### config.mk
export PLATFORM = sky130hd
export DESIGN_NAME = led_update_scheduler
export DESIGN_NICKNAME = d
export VERILOG_FILES = /design/src/rtl/led_update_scheduler.sv
export SDC_FILE = /design/constraint.sdc
export NUM_CORES = 1
export LEC_CHECK = 0
export ABC_AREA = 1
export ABC_CLOCK_PERIOD_IN_PS = 4000
export BUFFER_PORTS_ARGS = -buffer_cell sky130_fd_sc_hd__buf_2
export CORE_MARGIN = 10
export CORE_UTILIZATION = 64
export DETAILED_ROUTE_END_ITERATION = 6
export HOLD_SLACK_MARGIN = 0.12
export PLACE_DENSITY = 0.84
export SETUP_SLACK_MARGIN = 0.5
export SLEW_MARGIN = 20
export SYNTH_ARGS = -nofsm -noshare
export SYNTH_HDL_FRONTEND = slang
export SYNTH_SLANG_ARGS = --single-unit
export TNS_END_PERCENT = 30
### constraint.sdc
create_clock -name clk -period 4 [get_ports clk]
set_clock_uncertainty 0.15 [all_clocks]
set_input_delay 0.8 -clock clk [delete_from_list [all_inputs] [get_ports clk]]
set_output_delay 0.8 -clock clk [all_outputs]
set_load 0.1 [all_outputs]
### src/rtl/led_update_scheduler.sv
// -----------------------------------------------------------------------------
// led_update_scheduler
//
// Round-robin scheduler for the 4-card red/green LED decoder. It keeps a
// colour/blink shadow and an update-pending flag for each card. One card at a
// time is driven onto the decoder's shared card_select/red/green bus. The
// select and colour lines always change on the same edge, so the decoder
// never latches a colour into the wrong card.
//
// Parameters
//   HOLD_CYCLES  cycles the bus is held stable for each card update (>= 1)
//   BLINK_DIV    blink half-period in clk cycles (>= 2, 16-bit prescaler)
//
// Ports
//   clk          system clock, rising edge
//   rst          asynchronous, active-high reset
//   cmd_valid    MCU command present
//   cmd_ready    command accepted on an edge where cmd_valid & cmd_ready
//   cmd_card     target card 0..3
//   cmd_color    requested colour {green,red}
//   cmd_blink    1 = blink the colour on/off, 0 = steady
//   card_select  decoder cardSelect
//   red, green   decoder colour lines
//   busy         high while a card update is being driven
//   pending      per-card update-pending flags
// -----------------------------------------------------------------------------
module led_update_scheduler #(
  parameter int HOLD_CYCLES = 4,
  parameter int BLINK_DIV   = 50000
) (
  input  logic       clk,
  input  logic       rst,
  input  logic       cmd_valid,
  output logic       cmd_ready,
  input  logic [1:0] cmd_card,
  input  logic [1:0] cmd_color,
  input  logic       cmd_blink,
  output logic [1:0] card_select,
  output logic       red,
  output logic       green,
  output logic       busy,
  output logic [3:0] pending
);

  localparam int                CNT_W      = (HOLD_CYCLES > 1) ? $clog2(HOLD_CYCLES) : 1;
  localparam logic [CNT_W-1:0]  CNT_LAST   = CNT_W'(HOLD_CYCLES - 1);
  localparam logic [15:0]       PRESC_LAST = 16'(BLINK_DIV - 1);

  typedef enum logic [0:0] {
    ST_IDLE  = 1'b0,
    ST_DRIVE = 1'b1
  } state_t;

  // Colour actually sent to the decoder: a blinking card goes dark in the off phase.
  function automatic logic [1:0] eff_color(input logic [1:0] color, input logic blink,
                                           input logic phase);
    logic [1:0] res;
    if (blink && phase) begin
      res = 2'b00;
    end else begin
      res = color;
    end
    return res;
  endfunction

  // First pending card scanning last+1, last+2, ... (wrapping back to last itself).
  // Returns {found, index}. The loop runs from the farthest candidate down to
  // the nearest, so the nearest pending card overwrites any earlier match.
  function automatic logic [2:0] pick_next(input logic [3:0] pend, input logic [1:0] last);
    logic [2:0] res;
    logic [1:0] idx;
    res = 3'b000;
    for (int k = 4; k >= 1; k--) begin
      idx = last + 2'(k);
      if (pend[idx]) begin
        res = {1'b1, idx};
      end else begin
        res = res;
      end
    end
    return res;
  endfunction

  state_t               state_q, state_d;
  logic [1:0]           cur_q, cur_d;
  logic [1:0]           last_q, last_d;
  logic [CNT_W-1:0]     cnt_q, cnt_d;
  logic [15:0]          presc_q, presc_d;
  logic                 phase_q, phase_d;
  logic [3:0][1:0]      color_q, color_d;
  logic [3:0]           blink_q, blink_d;
  logic [3:0]           pending_q, pending_d;
  logic [1:0]           sel_q, sel_d;
  logic                 red_q, red_d;
  logic                 green_q, green_d;
  logic                 busy_q, busy_d;

  logic                 wrap_s;
  logic                 ready_s;
  logic                 fire_s;
  logic [2:0]           pick_s;
  logic [1:0]           eff_s;
  logic [3:0]           pend_set_s;
  logic [3:0]           pend_clr_s;

  // Next-state logic: prescaler/phase, shadows, pending flags and the IDLE/DRIVE FSM.
  always_comb begin
    state_d    = state_q;
    cur_d      = cur_q;
    last_d     = last_q;
    cnt_d      = cnt_q;
    presc_d    = presc_q;
    phase_d    = phase_q;
    color_d    = color_q;
    blink_d    = blink_q;
    sel_d      = sel_q;
    red_d      = red_q;
    green_d    = green_q;
    pend_set_s = 4'b0000;
    pend_clr_s = 4'b0000;
    eff_s      = 2'b00;

    // The card currently on the bus cannot take a new command until its
    // update finishes; every other card is always writable.
    ready_s = ~((state_q == ST_DRIVE) && (cmd_card == cur_q));
    fire_s  = cmd_valid & ready_s;
    pick_s  = pick_next(pending_q, last_q);

    wrap_s = (presc_q == PRESC_LAST);
    if (wrap_s) begin
      presc_d    = 16'd0;
      phase_d    = ~phase_q;
      pend_set_s = blink_q;
    end else begin
      presc_d    = presc_q + 16'd1;
      phase_d    = phase_q;
    end

    case (state_q)
      ST_IDLE: begin
        if (pick_s[2]) begin
          // Colour is sampled here; later shadow writes wait for the next service.
          eff_s   = eff_color(color_q[pick_s[1:0]], blink_q[pick_s[1:0]], phase_q);
          cur_d   = pick_s[1:0];
          sel_d   = pick_s[1:0];
          green_d = eff_s[1];
          red_d   = eff_s[0];
          cnt_d   = {CNT_W{1'b0}};
          state_d = ST_DRIVE;
        end else begin
          state_d = ST_IDLE;
        end
      end
      ST_DRIVE: begin
        if (cnt_q == CNT_LAST) begin
          pend_clr_s[cur_q] = 1'b1;
          last_d            = cur_q;
          cnt_d             = {CNT_W{1'b0}};
          state_d           = ST_IDLE;
        end else begin
          cnt_d             = cnt_q + CNT_W'(1);
          state_d           = ST_DRIVE;
        end
      end
      default: begin
        state_d = ST_IDLE;
      end
    endcase

    if (fire_s) begin
      color_d[cmd_card]    = cmd_color;
      blink_d[cmd_card]    = cmd_blink;
      pend_set_s[cmd_card] = 1'b1;
    end else begin
      color_d = color_d;
    end

    // Set has priority over clear, so a card re-requested on its final
    // DRIVE cycle is served again.
    pending_d = (pending_q & ~pend_clr_s) | pend_set_s;
    busy_d    = (state_d == ST_DRIVE);
  end

  // State registers; reset forces every card pending so all LEDs get turned off.
  always_ff @(posedge clk or posedge rst) begin
    if (rst) begin
      state_q   <= ST_IDLE;
      cur_q     <= 2'd0;
      last_q    <= 2'd3;
      cnt_q     <= {CNT_W{1'b0}};
      presc_q   <= 16'd0;
      phase_q   <= 1'b0;
      color_q   <= {4{2'b00}};
      blink_q   <= 4'b0000;
      pending_q <= 4'b1111;
      sel_q     <= 2'd0;
      red_q     <= 1'b0;
      green_q   <= 1'b0;
      busy_q    <= 1'b0;
    end else begin
      state_q   <= state_d;
      cur_q     <= cur_d;
      last_q    <= last_d;
      cnt_q     <= cnt_d;
      presc_q   <= presc_d;
      phase_q   <= phase_d;
      color_q   <= color_d;
      blink_q   <= blink_d;
      pending_q <= pending_d;
      sel_q     <= sel_d;
      red_q     <= red_d;
      green_q   <= green_d;
      busy_q    <= busy_d;
    end
  end

  assign cmd_ready   = ready_s;
  assign card_select = sel_q;
  assign red         = red_q;
  assign green       = green_q;
  assign busy        = busy_q;
  assign pending     = pending_q;

endmodule
==> summary.txt <==
Status
  – Status: finished, final reports clean

GRT
  – Gr usage total: 15.84%
  – Overflow after GRT: 0
  – First-pass GRT wire length: 8273 um
  – Largest net degree at the start of global routing: 43
  – Initial antenna violation count: 0
  – Vias in the first global route: 1901

Clock network
  – Worst-Skew Late Latency: 0.35 ns
  – H-tree depth: 2
  – Post-CTS setup buffer count: 0
  – Clock Sinks: 42
  – Worst-path clk slew: 0.13 ns
  – Hold Buf Count CTS: 0
  – CTS tree: built
  – CTS root buf: clkbuf_4
  – Post_cts resized: 0
  – Maximum clock path buffer count: 2
  – TritonCTS Buffers: 5

Power and ir drop
  – Pwr dens: 824.3 nW/um^2
  – Switching part of the total: 54.38%
  – Clk pwr share: 9.9%
  – Combinational share of power: 57.3%
  – P_sw: 1.122 mW
  – Part of the power in registers: 32.8%
  – Pint: 940.9 uW
  – Power, Total: 2.063 mW
  – VDD IR-drop max: 0.3798 mV
  – Pleak: 1.307 nW

Placement
  – Dpl cells: 349
  – Port bufs: 17
  – Gpl congestion: 0.8589
  – Final HPWL DP: 3533 um

Routing
  – WL/cell: 13.11 um
  – Total number of vias: 1906
  – DRT iter0 DRCs: 147
  – 1st-pass router iterations: 4
  – Post-Route WL: 4681 um
  – DRC Markers: 0
  – DRT antenna net count: 0
  – Vias/cell: 5.339

Run
  – Max_cap viols: 0

Worst setup path
  – Reg2reg start: last_q[0]
  – Worst endpoint required time: 3.05 ns
  – Crit end category: output port
  – CP startpoint kind: input port
  – CP max FO: 4
  – Crit path DAT: 1.65 ns
  – Critical Path Start: cmd_card[1]
  – Critical path class: in -> out

Timing
  – Final Max Slew Viols: 0
  – Final TNS setup: 0 ns
  – Crit share post-route: 65.06%
  – Maximum clock frequency: 384.3 MHz
  – Hold WS: 0.3241 ns
  – Tightest Pin Transition: 0.5418 ns
  – Final setup viols: 0
  – Final hold vios: 0
  – Crit path time final: 2.602 ns
  – Slew Limit Headroom: 63.64%
  – Unrepaired setup endpoints after global routing: no

Yosys
  – Sequential share of the synthesized area: 45.78%
  – Unique cell type count in the Yosys netlist: 33
  – Synth warn: 0
  – Syn nets: 297
  – Synthesis-stage register bit count: 42
  – Avg Cell Area, Syn: 8.057 um^2
  – Asr flop ratio synth: 100.0%
  – Mapped Cells: 287
  – Cell Area, Synth: 2312 um^2
  – Most used flip-flop cell after synthesis: dfrtp_1
  – EDFF count, synth: 0

Cells and area
  – N_diodes: 0
  – Flip-flop and latch area: 1059 um^2
  – # fillers: 289
  – Multi-input logic area: 1055 um^2
  – Nets: 320
  – Area grow syn2layout: 8.225%
  – Share of layout cells above drive strength 1: 19.61%
  – Finished Layout Cells: 357

Worst hold path
  – Hold Crit Class: reg -> reg
  – Hold wc startpoint: presc_q[0]

Floorplanning
  – I/O pins: 18
  – Die area: 6417 um^2
  – Core area: 3416 um^2
  – Initial Utilization: 67.69%
  – Die width: 80.11 um
  – Die height: 80.11 um
  – FP Rows: 21
metal layers:
metal,global-route usage (%),vias up,share of wire [%]
met5,0,-,0
met1,20.26,889,46
li1,-,973,-
met4,6.338,0,1.5
met3,4.566,6,5.5
met2,24.56,38,47
synthesized netlist by cell type, types with 2 or more instances:
| cell | count | share of area (%) |
|---|---|---|
| nand2_1 | 63 | 10 |
| inv_1 | 47 | 7.6 |
| dfrtp_1 | 36 | 39 |
| nand3_1 | 27 | 5.8 |
| o21ai_0 | 25 | 5.4 |
| nand2_2 | 14 | 3.8 |
| nor2_1 | 13 | 2.1 |
| a21oi_1 | 8 | 1.7 |
| dfstp_2 | 6 | 6.8 |
| nand2_4 | 5 | 2.4 |
| nand3_2 | 5 | 2.2 |
| nand4_1 | 5 | 1.4 |
| xor2_1 | 5 | 1.9 |
| o211ai_1 | 3 | 0.97 |
| ha_1 | 2 | 1.1 |
| inv_2 | 2 | 0.32 |
| nand3_4 | 2 | 1.5 |
| nand3b_1 | 2 | 0.65 |
| nor3_1 | 2 | 0.43 |
| o21ai_1 | 2 | 0.43 |
per-stage QoR:
| step | area [um^2] | worst slack [ns] | util [%] |
|---|---|---|---|
| floorplan | 2312 | 0.5486 | - |
| global placement | 2447 | 1.430 | 71.65 |
| detailed placement | 2447 | 1.412 | 71.65 |
| CTS | 2502 | 1.408 | 73.26 |
| global route | 2502 | 1.370 | 73.26 |
| finish | 2502 | 1.398 | 73.26 |
worst paths after layout:
kind | slack [ns] | to | cells after the start
worst max-delay path | 1.40 | cmd_ready | 5
max in group asynchronous | 2.92 | pending[2] | 3
worst min-delay path | 0.32 | presc_q[0] | 1
worst min register to register | 0.32 | presc_q[0] | 1
worst max register to register | 1.78 | green | 13
min in group asynchronous | 0.39 | presc_q[3] | 3
power by group through the flow:
stage	sequential (mW)	clock, mW	combinational [mW]
2_1_floorplan	0.950	0	0.704
3_3_place_gp	0.678	0	1.15
3_5_place_dp	0.682	0	1.17
4_1_cts	0.674	0.209	1.18
5_1_grt	0.695	0.226	1.30
6_report	0.676	0.204	1.18
sequential cells by signal, summed over array words and instances (netlist names), 2 cells and up:
| signal | flops |
|---|---|
| blink_q | 4 |
| card_select | 2 |
| cnt_q | 2 |
| color_q | 8 |
| last_q | 2 |
| pending | 4 |
| presc_q | 16 |
cells in the final DEF, fill, tap and decap left out, drive strengths merged, types with 2 or more instances in the layout:
cell type	netlist	final
buf	1	18
o211ai	3	3
nor3	3	3
nor2	14	14
dfrtp	36	36
a21oi	8	8
clkbuf	1	6
inv	49	49
nand3	34	34
xor2	5	5
dfstp	6	6
nand3b	2	2
nand4	5	5
o21ai	27	27
ha	2	2
clkinv	0	2
nand2	82	82
worst max-delay path, cell delays in order:
cell and delay (ns):
buf_2 0.12, inv_1 0.09, nand2_1 0.05, o2111ai_1 0.11
buf_2 0.47
cell families after synthesis:
family          share of synthesized area [%]
xor+xnor                                2.273
buf+inv                                 8.604
fa+ha+maj                               1.082
simple gates                            32.36
compound gates                          9.903
flops                                   45.78
layout make-up:
cell class / instances / area share (%)
timing repair buffer: 18 / 3.700
sequential: 42 / 42.30
clock inverter: 2 / 0.5500
tap: 46 / 2.300
clock buffer: 6 / 1.650
multi-input combinational: 194 / 42.15
inverter: 49 / 7.350
No activity file was read; power rests on OpenSTA's default activity.
